`config.mk`:
```
export PLATFORM = sky130hd
export DESIGN_NAME = ecc_pointmult_ctrl
export DESIGN_NICKNAME = d
export VERILOG_FILES = /design/src/rtl/ecc_pkg.sv /design/src/rtl/ecc_key_scanner.sv /design/src/rtl/ecc_pointmult_ctrl.sv
export SDC_FILE = /design/constraint.sdc
export NUM_CORES = 1
export LEC_CHECK = 0
export ABC_CLOCK_PERIOD_IN_PS = 3000
export BUFFER_PORTS_ARGS = -buffer_cell sky130_fd_sc_hd__buf_2
export CELL_PAD_IN_SITES_DETAIL_PLACEMENT = 1
export CELL_PAD_IN_SITES_GLOBAL_PLACEMENT = 2
export CORE_UTILIZATION = 29
export DETAILED_ROUTE_END_ITERATION = 16
export PLACE_DENSITY = 0.83
export SLEW_MARGIN = 15
export SYNTH_ARGS = -nofsm -noshare
export SYNTH_HDL_FRONTEND = slang
export SYNTH_SLANG_ARGS = --single-unit
```
`constraint.sdc`:
```
create_clock -name i_clk -period 3 [get_ports i_clk]
set_input_delay 0.45 -clock i_clk [delete_from_list [all_inputs] [get_ports i_clk]]
set_output_delay 0.45 -clock i_clk [all_outputs]
set_load 0.01 [all_outputs]
```
`src/rtl/ecc_pkg.sv`:
```
// Shared types and constants for the ECC point-multiplication controller.
// Holds the FSM state encoding, mode encodings and the registered control-output bundle.
package ecc_pkg;

    localparam int   ECC_KEY_W       = 233;
    localparam logic MODE_DBL_ADD    = 1'b0;
    localparam logic MODE_ALWAYS_ADD = 1'b1;

    typedef enum logic [3:0] {
        IDLE,
        SCAN,
        INIT,
        DBL_REQ,
        DBL_WAIT,
        ADD_REQ,
        ADD_WAIT,
        NEXT,
        FINISH
    } state_t;

    typedef struct packed {
        logic busy;
        logic done;
        logic key_zero;
        logic acc_load_base;
        logic dbl_in_valid;
        logic acc_load_dbl;
        logic add_in_valid;
        logic acc_load_add;
        logic dummy_load;
    } ctrl_out_t;

endpackage

```
`src/rtl/ecc_key_scanner.sv`:
```
// Scalar register and bit-index counter for the left-to-right key scan.
// Presents the currently indexed key bit plus index-zero and key-zero flags to the FSM.
module ecc_key_scanner
    import ecc_pkg::*;
#(
    parameter int KEY_W = ECC_KEY_W,
    parameter int CNT_W = $clog2(KEY_W)
) (
    input  logic             i_clk,
    input  logic             i_rst,
    input  logic             i_load,
    input  logic             i_dec,
    input  logic [KEY_W-1:0] i_key,
    output logic [CNT_W-1:0] o_idx,
    output logic             o_cur_bit,
    output logic             o_idx_zero,
    output logic             o_key_zero
);

    localparam logic [CNT_W-1:0] IDX_TOP = CNT_W'(KEY_W - 1);

    logic [KEY_W-1:0] r_key;
    logic [CNT_W-1:0] r_idx;

    // NOTE: non-blocking assignments make every register here sample pre-edge values, independent of statement order.
    always_ff @(posedge i_clk) begin
        if (i_rst) begin
            r_key <= '0;
            r_idx <= '0;
        end else if (i_load) begin
            r_key <= i_key;
            r_idx <= IDX_TOP;
        end else if (i_dec && (r_idx != '0)) begin
            r_idx <= r_idx - 1'b1;
        end
    end

    assign o_idx      = r_idx;
    assign o_cur_bit  = r_key[r_idx];
    assign o_idx_zero = (r_idx == '0);
    assign o_key_zero = (r_key == '0);

endmodule

```
`src/rtl/ecc_pointmult_ctrl.sv`:
```
// Double-and-add control FSM for Q = k*P, scanning the key MSB first.
// Drives datapath load/valid pulses only; every output is registered.
module ecc_pointmult_ctrl
    import ecc_pkg::*;
#(
    parameter int KEY_W = ECC_KEY_W,
    parameter int CNT_W = $clog2(KEY_W)
) (
    input  logic             i_clk,
    input  logic             i_rst,
    input  logic             i_start,
    input  logic             i_mode,
    input  logic [KEY_W-1:0] i_key,
    output logic             o_busy,
    output logic             o_done,
    output logic             o_key_zero,
    output logic [CNT_W-1:0] o_bit_idx,
    output logic             o_acc_load_base,
    output logic             o_dbl_in_valid,
    input  logic             i_dbl_out_valid,
    output logic             o_acc_load_dbl,
    output logic             o_add_in_valid,
    input  logic             i_add_out_valid,
    output logic             o_acc_load_add,
    output logic             o_dummy_load
);

    state_t           r_state;
    state_t           w_next_state;
    logic             r_mode;
    logic             w_load;
    logic             w_dec;
    logic [CNT_W-1:0] w_idx;
    logic             w_cur_bit;
    logic             w_idx_zero;
    logic             w_key_zero;
    ctrl_out_t        w_out;
    ctrl_out_t        r_out;
    logic [CNT_W-1:0] r_bit_idx;

    ecc_key_scanner #(
        .KEY_W(KEY_W),
        .CNT_W(CNT_W)
    ) u_scanner (
        .i_clk     (i_clk),
        .i_rst     (i_rst),
        .i_load    (w_load),
        .i_dec     (w_dec),
        .i_key     (i_key),
        .o_idx     (w_idx),
        .o_cur_bit (w_cur_bit),
        .o_idx_zero(w_idx_zero),
        .o_key_zero(w_key_zero)
    );

    always_ff @(posedge i_clk) begin
        if (i_rst) begin
            r_state <= IDLE;
            r_mode  <= MODE_DBL_ADD;
        end else begin
            r_state <= w_next_state;
            if (w_load) r_mode <= i_mode;
        end
    end

    // NOTE: every signal assigned here gets a default first, so no path can infer a latch.
    always_comb begin
        w_next_state = r_state;
        w_load       = 1'b0;
        w_dec        = 1'b0;
        unique case (r_state)
            IDLE: if (i_start) begin
                w_next_state = SCAN;
                w_load       = 1'b1;
            end
            SCAN: begin
                if (w_cur_bit)       w_next_state = INIT;
                else if (w_idx_zero) w_next_state = FINISH;
                else                 w_dec        = 1'b1;
            end
            INIT, NEXT: begin
                if (w_idx_zero) begin
                    w_next_state = FINISH;
                end else begin
                    w_dec        = 1'b1;
                    w_next_state = DBL_REQ;
                end
            end
            DBL_REQ:  w_next_state = DBL_WAIT;
            DBL_WAIT: if (i_dbl_out_valid) begin
                w_next_state = (w_cur_bit || (r_mode == MODE_ALWAYS_ADD)) ? ADD_REQ : NEXT;
            end
            ADD_REQ:  w_next_state = ADD_WAIT;
            ADD_WAIT: if (i_add_out_valid) w_next_state = NEXT;
            FINISH:   w_next_state = IDLE;
            default:  w_next_state = IDLE;
        endcase
    end

    // Handshake responses only count in their own WAIT state; strays elsewhere fall through.
    always_comb begin
        w_out               = '0;
        w_out.busy          = (r_state != IDLE);
        w_out.done          = (r_state == FINISH);
        w_out.acc_load_base = (r_state == INIT);
        w_out.dbl_in_valid  = (r_state == DBL_REQ);
        w_out.add_in_valid  = (r_state == ADD_REQ);
        w_out.acc_load_dbl  = (r_state == DBL_WAIT) && i_dbl_out_valid;
        w_out.acc_load_add  = (r_state == ADD_WAIT) && i_add_out_valid && w_cur_bit;
        w_out.dummy_load    = (r_state == ADD_WAIT) && i_add_out_valid && !w_cur_bit;
        if (w_load)
            w_out.key_zero = 1'b0;
        else if ((r_state == SCAN) && (w_next_state == FINISH))
            w_out.key_zero = w_key_zero;
        else
            w_out.key_zero = r_out.key_zero;
    end

    always_ff @(posedge i_clk) begin
        if (i_rst) begin
            r_out     <= '0;
            r_bit_idx <= '0;
        end else begin
            r_out     <= w_out;
            r_bit_idx <= w_idx;
        end
    end

    assign o_busy          = r_out.busy;
    assign o_done          = r_out.done;
    assign o_key_zero      = r_out.key_zero;
    assign o_bit_idx       = r_bit_idx;
    assign o_acc_load_base = r_out.acc_load_base;
    assign o_dbl_in_valid  = r_out.dbl_in_valid;
    assign o_acc_load_dbl  = r_out.acc_load_dbl;
    assign o_add_in_valid  = r_out.add_in_valid;
    assign o_acc_load_add  = r_out.acc_load_add;
    assign o_dummy_load    = r_out.dummy_load;

endmodule

```
# ---- Word level (Yosys, flattened, before mapping)
# Cells that the tools add are included.
dict set report word_totals {
  register_bits 263
  input_bits 239
  wordCells 59
}
dict set report op_classes {
  order_cmp 1
  n_addsub 1
  reduce_logical 16
  n_eq_ne 9
  muxes 17
}
# cell count
set op_table {}
lappend op_table {{zero test 233 bit} 1}
lappend op_table {{case mux 4 bit (7 select lines)} 1}
lappend op_table {{2-to-1 mux 4 bit} 6}
lappend op_table {{== test 4 x 3 -> 1 bit, second input constant} 4}
lappend op_table {{2-to-1 mux 8 bit} 2}
lappend op_table {{< comparator 8 x 9 -> 1 bit, second input constant} 1}
lappend op_table {{binary-select mux 1 bit (select 8 bit)} 1}
lappend op_table {{== test 4 x 2 -> 1 bit, second input constant} 2}
lappend op_table {{== test 4 bit, second input constant} 2}
lappend op_table {{zero test 8 bit} 1}
lappend op_table {{nonzero test 8 bit} 1}
lappend op_table {{subtractor 8 x 1 -> 8 bit, second input constant} 1}
lappend op_table {{logical AND 1 bit} 6}
lappend op_table {{2-to-1 mux 1 bit} 5}
lappend op_table {{== test 4 x 1 -> 1 bit, second input constant} 1}
lappend op_table {{zero test 4 bit} 1}
lappend op_table {{nonzero test 4 bit} 1}
lappend op_table {{OR reduction 2 bit} 2}
lappend op_table {{2-to-1 mux 2 bit} 1}
lappend op_table {{case mux 1 bit (2 select lines)} 1}
lappend op_table {{nonzero test 2 bit} 1}
lappend op_table {{zero test 1 bit} 1}
lappend op_table {{logical OR 1 bit} 1}

# ---- Longest topological paths before layout
# Gate-level depths: netlist of run 1.
dict set report logic_depth {
  depth_word 8
  mapped_depth 14
  depth_no_buf 9
}

# ---- Cells and area by module
# A second synthesis of run 1 with hierarchy kept.
dict set report unflattened {
  hier_cells 1128
  area_unflattened_um2 11786.3
}
# module area_each_um2 cells_each instances seq_area_each_um2
set by_module_without_submodules {}
lappend by_module_without_submodules {ecc_key_scanner 10973.0 1047 1 4824.6}
lappend by_module_without_submodules {ecc_pointmult_ctrl 813.3 81 1 440.4}

# ---- Worst setup path after synthesis of run 1
# No wires, ideal clock.
dict set report synth_path {
  kind {register to register}
  start {register u_scanner.r_idx[1], in the netlist u_scanner.o_idx[1]}
  end {register u_scanner.r_idx[3], in the netlist u_scanner.o_idx[3]}
  t_arrival_ns 2.844
  required_ns 2.926
  stages_incl_launch_ff 15
  setup_slack_ns 0.081
  period_less_slack_ns 2.919
  path_cell_list {dfxtp_1 buf_6 buf_6 buf_4 buf_2 inv_1 ha_1 nand3_1 nor3_1 or3_1 a2111oi_4 nor3_1 buf_2 or3_1 a31oi_1}
}
dict set report synth_between {
  elab_chain_len 6
}
# element line
set synth_rtl {}
lappend synth_rtl {{from (decl)} ecc_key_scanner.sv:23} ;# logic [CNT_W-1:0] r_idx;
lappend synth_rtl {{from (signal assigned)} ecc_key_scanner.sv:34} ;# r_idx <= r_idx - 1'b1;
lappend synth_rtl {{binary-select mux 1 bit (select 8 bit) or zero test 8 bit (tied branches)} {ecc_key_scanner.sv:39, ecc_key_scanner.sv:40}}
lappend synth_rtl {{2-to-1 mux 1 bit (on tied branches)} {ecc_key_scanner.sv:39, ecc_pointmult_ctrl.sv:78, ecc_pointmult_ctrl.sv:82}}
lappend synth_rtl {{2-to-1 mux 1 bit} ecc_pointmult_ctrl.sv:77} ;# if (w_cur_bit) w_next_state = INIT;
lappend synth_rtl {{case mux 1 bit (2 select lines)} ecc_pointmult_ctrl.sv:71} ;# unique case (r_state)
lappend synth_rtl {{logical AND 1 bit} ecc_key_scanner.sv:33} ;# end else if (i_dec && (r_idx != '0)) begin
lappend synth_rtl {{nonzero test 2 bit (no line)} -}
# Several ways; a longest one is shown, not always the timed one. The select of a mux whose other input is x is not followed.
# A chain may end at the register's enable or synchronous reset.

# ---- Worst setup path after layout of run 1
dict set report layout_path {
  start {register u_scanner.r_idx[0], in the netlist u_scanner.o_idx[0]}
  end {register u_scanner.r_idx[7], in the netlist u_scanner.o_idx[7]}
}
# Same word-level chain as after synthesis.

==> flow_summary.toml, run 1 <==
[timing]
fin_skew_ns = 0.0362
fin_tns_setup_ns = -0.219
final_min_period_over_clock_period = 1.02
tightestPinTransition_ns = 0.921
fmax_mhz = 326
timing_hold_violations_final = 0
worst_slew_margin_rel = 0.384
final.setup.worst_slack_ns = -0.0720
finalMaxSlewViolations = 0
rsz0062_at_grt = "yes"
holdWs_ns = 0.103
setup_viol = 4
period_minus_slack_ns = 3.07

[floorplanning]
floorplan.die_area_um2 = 40900
core_area_um2 = 39100
floorplan.rows = 72
die-height_um = 202
die_width_um = 202
io_pins = 256
start_util = 0.297

[cts]
tritoncts.num_buffers = 30
cts.sink_count = 263
worst_skew_pair.late_latency_ns = 0.59
holdBufCountCts = 0
clk_pin_slew_worst_paths_ns = 0.06
cts_tree = "yes"
htree_levels = 1
ctsLongestPathBuffers = 3
clock-root-buffer = "sky130_fd_sc_hd__clkbuf_16"

[logic_synthesis]
seq_total_area_yosys = 0.453
synthTopCellsByArea = "sky130_fd_sc_hd__dfxtp_1 (45%), sky130_fd_sc_hd__nand2_1 (16%), sky130_fd_sc_hd__mux4_2 (11%)"
syn_inst = 1391
synth.distinct_cells = 58
number_of_warnings_reported_in_the_yosys_synthesis_log = 0
yosysTopAreaCellShare = 0.453
synth.most_common_cell = "sky130_fd_sc_hd__nand2_1"
post_synth_xor_area_fraction = 0.00377
yosys.area.top_type = "sky130_fd_sc_hd__dfxtp_1"
synth_fa_ha_area_frac = 0.00108
asyncSetResetFlopFracSynth = 0
muxShareOfSynthArea = 0.131
post_synthesis_compound_gate_area_fraction = 0.131
syn-cell-area_um2 = 11600
synth.cells.most_frequent = "sky130_fd_sc_hd__nand2_1 (492), sky130_fd_sc_hd__dfxtp_1 (263), sky130_fd_sc_hd__a21oi_1 (240)"
synth_top_family_by_area = "simple AND/OR/NAND/NOR gates"
syn_nets = 1631
synth.avg_cell_area_um2 = 8.36
synth-simple-area-share = 0.238
synth-edff-count = 0
synth_top_flop_cell = "sky130_fd_sc_hd__dfxtp_1"
ys_ff_latch = 263

[pwr]
cellInternalPower_mw = 9.46
switching_share = 0.383
clkPwrFrac = 0.267
power_density_nw_per_um2 = 1010
p_leak_nw = 5.96
pwr-share-comb = 0.409
net-switching-power_mw = 5.87
p_total_mw = 15.3
power.ir.vdd_worst_mv = 0.500
sequentialPowerShare = 0.324

[placed_design]
place_congestion = 0.894
dp_worst_setup_slack_ns = -0.234
detailed_place_hpwl_um = 32800
buffer_ports.inserted = 255

[cells_and_area]
n_fill_cell = 4674
area.growth.synth_to_final_pct = 31.1
final_layout_size_suffix_gt1_frac = 0.286
nNetsFinal = 1893

[outcome]
run_status = "finished, violations left"
violated_checks = "negative setup slack"

[job]
number_of_max_capacitance_violations_reported = 0

[grt]
first_global_vias = 11639
grt_start_max_net_pins = 160
grt_first_pass_wirelength_um = 67100
all_layer_global_routing_usage = 0.208
antenna_found_initial = 2
grt.overflow.total = 0

[route]
dr.pass1.iters = 5
detail-route-antenna-nets = 0
drt_drc_violations_left = 0
vias_per_cell = 5.16
routed_wl_um = 43800
vias = 11336
first_iter_violations = 860
wl_per_cell_um = 19.9

[worst_setup_path]
critical_path.max_fanout = 6
worst_setup_path_end_kind = "register"
critPathLaunchType = "register"
crit_type = "register to register"
worst-endpoint-required_ns = 3.47
worstPathArrival_ns = 3.54

[hold_path]
holdCritPathClass = "primary input to register"
kinds of logic (layout without fill, tap and decap cells):
group / Yosys count / after routing
xor gates and xnor gates: 5 / 5
AOI/OAI and AO/OA: 278 / 278
muxes: 83 / 83
other: 0 / 2
adders and majority gates: 1 / 1
and+or+nand+nor: 644 / 644
buffers and inverters: 117 / 403
DFF: 263 / 263
worst max-delay path, stage by stage (launching register included):
cell,delay [ns]
sky130_fd_sc_hd__dfxtp_4,0.42
sky130_fd_sc_hd__buf_12,0.15
sky130_fd_sc_hd__mux4_2,0.51
sky130_fd_sc_hd__mux2i_1,0.18
sky130_fd_sc_hd__o22ai_1,0.10
sky130_fd_sc_hd__o31a_1,0.35
sky130_fd_sc_hd__a2111oi_4,0.44
sky130_fd_sc_hd__buf_4,0.19
sky130_fd_sc_hd__nor3_4,0.06
sky130_fd_sc_hd__or4_1,0.41
sky130_fd_sc_hd__a31oi_1,0.16
stage by stage:
stage	utilization	cell area [um^2]	cells
final	0.390	15200	2197
after detailed placement	0.354	13900	2130
after global placement	0.354	13900	2130
after global routing	0.390	15200	2197
after CTS	0.387	15100	2194
after floorplan	-	11600	1391
final cells by class:
class	count	area, um^2	area share
Sequential cell	263	5280	0.346
Tap cell	518	648	0.0425
Clock buffer	40	828	0.0543
Inverter	7	30.0	0.00197
Antenna cell	2	5.00	0.000328
Clock inverter	16	293	0.0192
Multi-Input combinational cell	1011	6030	0.395
Timing Repair Buffer	340	2140	0.140
path summary, 6_finish.rpt:
path | from | endpoint | slack (ns) | cells after the start
min | i_key[124] | u_scanner.r_key[124] | 0.10 | 3
max | u_scanner.o_idx[0] | u_scanner.o_idx[7] | -0.07 | 10
max reg2reg | u_scanner.o_idx[0] | u_scanner.o_idx[7] | -0.07 | 10
min reg2reg | u_scanner.r_key[114] | u_scanner.r_key[114] | 0.47 | 2
timing repair:
action	in CTS	in global routing
cloned	1	0
pin swaps	7	9
resized for setup	18	18
setup buffers	7	3
endpoints found under the setup margin	6	8
layer usage:
layer  routed length (um)  track usage  share of wire  up-vias
li1                     -            -              -     5389
met1                20200        0.291           0.46     5530
met2                20400        0.341           0.47      354
met3                 2170       0.0240          0.049       63
met4                 1040       0.0529          0.024        0
met5                    0            0              0        -
power groups by stage:
stage | registers, mW | logic, mW | clock network (mW)
after floorplan | 4.65 | 3.79 | 0
after global routing | 5.03 | 6.82 | 4.32
after global placement | 5.00 | 5.74 | 0
after CTS | 4.94 | 6.15 | 4.17
final | 4.96 | 6.27 | 4.10
after detailed placement | 5.01 | 5.87 | 0
layout by cell type, fill, tap and decap left out, types with 5 or more instances in the layout:
master	n
sky130_fd_sc_hd__inv_1	5
sky130_fd_sc_hd__nand4_1	18
sky130_fd_sc_hd__buf_12	14
sky130_fd_sc_hd__bufinv_16	7
sky130_fd_sc_hd__a31oi_1	5
sky130_fd_sc_hd__clkinv_2	5
sky130_fd_sc_hd__and3_1	5
sky130_fd_sc_hd__mux4_2	55
sky130_fd_sc_hd__clkbuf_1	6
sky130_fd_sc_hd__clkbuf_16	30
sky130_fd_sc_hd__nand2_1	492
sky130_fd_sc_hd__nor3_1	8
sky130_fd_sc_hd__mux2i_1	18
sky130_fd_sc_hd__buf_2	254
sky130_fd_sc_hd__clkbuf_8	5
sky130_fd_sc_hd__buf_4	66
sky130_fd_sc_hd__nor2b_1	6
sky130_fd_sc_hd__nand3_1	8
sky130_fd_sc_hd__a21oi_1	240
sky130_fd_sc_hd__nor2_1	16
sky130_fd_sc_hd__dfxtp_1	260
sky130_fd_sc_hd__nor4_1	62
sky130_fd_sc_hd__mux2_2	8
flip-flops by register name, indices dropped and copies added (netlist names):
register,flops
u_scanner.o_idx,8
o_busy,1
o_add_in_valid,1
o_dummy_load,1
r_state,4
o_acc_load_base,1
r_mode,1
o_bit_idx,8
o_acc_load_dbl,1
o_dbl_in_valid,1
o_key_zero,1
o_acc_load_add,1
o_done,1
u_scanner.r_key,233
No activity file was read; power rests on OpenSTA's default activity.
==> inputs of run 2 (changes only) <==
--- a/config.mk
+++ b/config.mk
@@ -9,10 +9,12 @@
 export BUFFER_PORTS_ARGS = -buffer_cell sky130_fd_sc_hd__buf_2
 export CELL_PAD_IN_SITES_DETAIL_PLACEMENT = 1
 export CELL_PAD_IN_SITES_GLOBAL_PLACEMENT = 2
-export CORE_UTILIZATION = 29
+export CORE_UTILIZATION = 31
 export DETAILED_ROUTE_END_ITERATION = 16
-export PLACE_DENSITY = 0.83
+export PLACE_DENSITY = 0.82
+export SKIP_LAST_GASP = 1
 export SLEW_MARGIN = 15
 export SYNTH_ARGS = -nofsm -noshare
 export SYNTH_HDL_FRONTEND = slang
+export SYNTH_HIERARCHICAL = 1
 export SYNTH_SLANG_ARGS = --single-unit
==> flow_summary.toml, run 2 <==
[cts]
tritoncts.num_buffers = 31
worst_skew_pair.late_latency_ns = 0.56
clock-root-buffer = "sky130_fd_sc_hd__clkbuf_16"
htree_levels = 1
clk_pin_slew_worst_paths_ns = 0.06
cts_tree = "yes"
holdBufCountCts = 0
ctsLongestPathBuffers = 3
cts.sink_count = 263

[route]
dr.pass1.iters = 5
detail-route-antenna-nets = 0
vias = 10932
first_iter_violations = 650
drt_drc_violations_left = 0
wl_per_cell_um = 20.5
vias_per_cell = 5.01
routed_wl_um = 44800

[grt]
grt_first_pass_wirelength_um = 67800
antenna_found_initial = 2
grt.overflow.total = 0
all_layer_global_routing_usage = 0.228
grt_start_max_net_pins = 127
first_global_vias = 11790

[logic_synthesis]
synth.distinct_cells = 57
synthTopCellsByArea = "sky130_fd_sc_hd__dfxtp_1 (45%), sky130_fd_sc_hd__mux2i_1 (21%), sky130_fd_sc_hd__mux4_2 (8.6%)"
syn-cell-area_um2 = 11800
asyncSetResetFlopFracSynth = 0
synth.avg_cell_area_um2 = 10.4
seq_total_area_yosys = 0.447
synth_fa_ha_area_frac = 0.00212
syn_nets = 1369
synth_top_flop_cell = "sky130_fd_sc_hd__dfxtp_1"
yosysTopAreaCellShare = 0.447
ys_ff_latch = 263
post_synthesis_compound_gate_area_fraction = 0.0296
number_of_warnings_reported_in_the_yosys_synthesis_log = 6
muxShareOfSynthArea = 0.317
post_synth_xor_area_fraction = 0.00594
synth_top_family_by_area = "multiplexers"
synth.most_common_cell = "sky130_fd_sc_hd__dfxtp_1"
yosys.area.top_type = "sky130_fd_sc_hd__dfxtp_1"
synth-edff-count = 0
synth-simple-area-share = 0.163
synth.cells.most_frequent = "sky130_fd_sc_hd__dfxtp_1 (263), sky130_fd_sc_hd__nor2_1 (251), sky130_fd_sc_hd__mux2i_1 (245)"
syn_inst = 1128

[worst_setup_path]
crit_path_frequent_cell = "sky130_fd_sc_hd__nor3_2"
worst-endpoint-required_ns = 3.40
timing.critical_path.slowest_stage_cell = "sky130_fd_sc_hd__mux4_2"
crit_chain = "buf_6 -> mux4_2 -> nand2b_4 -> a311oi_2 -> o21ai_2 -> nor4_4 -> buf_4 -> nor3b_2 -> nor3_2 -> o22ai_2 -> nor3_2 -> inv_1 -> a31oi_4 -> nand2_2 -> or4_4 -> xor2_2 -> a21oi_2"
top_family_by_delay_on_critical_path = "simple AND/OR/NAND/NOR gates"
crit_type = "register to register"
timing.critical_path.buf_inv = 3
worst_setup_path_end_kind = "register"
critPathLaunchType = "register"
critical_path.max_fanout = 4
worst_path_largest_cell_delay_ns = 0.47
worstPathArrival_ns = 4.28

[cells_and_area]
final_layout_size_suffix_gt1_frac = 0.425
n_fill_cell = 4277
layout_commonest_cell = "sky130_fd_sc_hd__buf_4"
nNetsFinal = 1887
layout.cells.non_filler = 2182
most_frequent_cells_in_the_layout = "sky130_fd_sc_hd__buf_4 (292), sky130_fd_sc_hd__dfxtp_1 (260), sky130_fd_sc_hd__buf_2 (254)"
register_bank_with_the_most_flops = "u_scanner/r_key"
area.growth.synth_to_final_pct = 45.4
largest_reg_flops = 233

[timing]
final.setup.worst_slack_ns = -0.880
fin_tns_setup_ns = -5.91
timing_hold_violations_final = 0
fin_skew_ns = 0.0139
tightestPinTransition_ns = 0.897
setup_viol = 9
rsz0062_at_grt = "yes"
worst_slew_margin_rel = 0.402
finalMaxSlewViolations = 0
final_min_period_over_clock_period = 1.29
period_minus_slack_ns = 3.88
fmax_mhz = 258

[floorplanning]
start_util = 0.314
core_area_um2 = 37600
io_pins = 256
die_width_um = 197
die-height_um = 197
floorplan.rows = 71
floorplan.die_area_um2 = 38800

[pwr]
net-switching-power_mw = 6.18
power.ir.vdd_worst_mv = 0.578
pwr-share-comb = 0.480
power_density_nw_per_um2 = 1010
clkPwrFrac = 0.229
sequentialPowerShare = 0.291
switching_share = 0.355
p_total_mw = 17.4
p_leak_nw = 7.74
cellInternalPower_mw = 11.2

[placed_design]
place_congestion = 0.863
detailed_place_hpwl_um = 34200
buffer_ports.inserted = 255
dpl.cell_count = 2104

[hold_path]
holdCritPathClass = "primary input to register"

[job]
number_of_max_capacitance_violations_reported = 0

[outcome]
violated_checks = "negative setup slack"
run_status = "finished, violations left"
-- run 2: layout make-up --
class | count | area, um^2 | share of cell area
multi-input combinational | 777 | 6270 | 0.366
antenna | 1 | 2.50 | 0.000146
inverter | 7 | 26.3 | 0.00153
tap | 511 | 639 | 0.0373
timing repair buffer | 566 | 3840 | 0.224
sequential | 263 | 5270 | 0.308
clock inverter | 11 | 138 | 0.00803
clock buffer | 46 | 953 | 0.0556
-- run 2: power by group through the flow --
| stage | Sequential (mW) | Clock (mW) | Combinational (mW) |
|---|---|---|---|
| global route | 5.12 | 4.18 | 8.92 |
| CTS | 5.04 | 4.06 | 8.10 |
| global placement | 5.08 | 0 | 7.40 |
| floorplan | 4.83 | 0 | 4.52 |
| finish | 5.06 | 3.98 | 8.34 |
| detailed placement | 5.10 | 0 | 7.62 |
-- run 2: worst paths after layout --
path                           start                  end  slack [ns]  cells past startpoint
setup / recovery  u_scanner/o_idx[1]   u_scanner/o_idx[5]       -0.88                     17
hold / removal             i_key[41]  u_scanner/r_key[41]        0.13                      3
setup reg to reg  u_scanner/o_idx[1]   u_scanner/o_idx[5]       -0.88                     17
hold reg to reg               r_mode               r_mode        0.50                      2
-- run 2: tightest hold or removal path: cells and delay by family --
family	cells	cell delay [ns]
buffers and inverters	1	0.08
multiplexers	1	0.05
AND/OR/NAND/NOR	1	0.07
-- run 2: through the flow --
step                instance area [um^2]  setup WS [ns]   util  hold slack [ns]
floorplan                          11800         -0.306      -            0.437
global placement                   15700         -0.612  0.417            0.472
detailed placement                 15700         -0.820  0.417            0.487
CTS                                17000         -0.593  0.453            0.110
global route                       17100         -0.945  0.456            0.120
finish                             17100         -0.880  0.456            0.127
-- run 2: what timing repair did --
item / CTS / global route
endpoints found under the setup margin: 10 / 11
pin swaps: 10 / 12
gates resized for setup: 24 / 16
buffers inserted: 15 / 4
cloned: 1 / 0
-- run 2: routing by layer --
layer  up-vias  track usage  part of all wire
met3        81       0.0281             0.043
met5         -            0                 0
li1       5140            -                 -
met4         0       0.0764             0.032
met2       303        0.392              0.48
met1      5408        0.296              0.45
-- run 2: cells by family after synthesis --
group	count (synthesis)
multiplexers	305
AND/OR/NAND/NOR	414
XOR/XNOR	8
buffers and inverters	88
flip-flops	263
AO/OA/AOI/OAI	48
adder cells (fa/ha/maj)	2
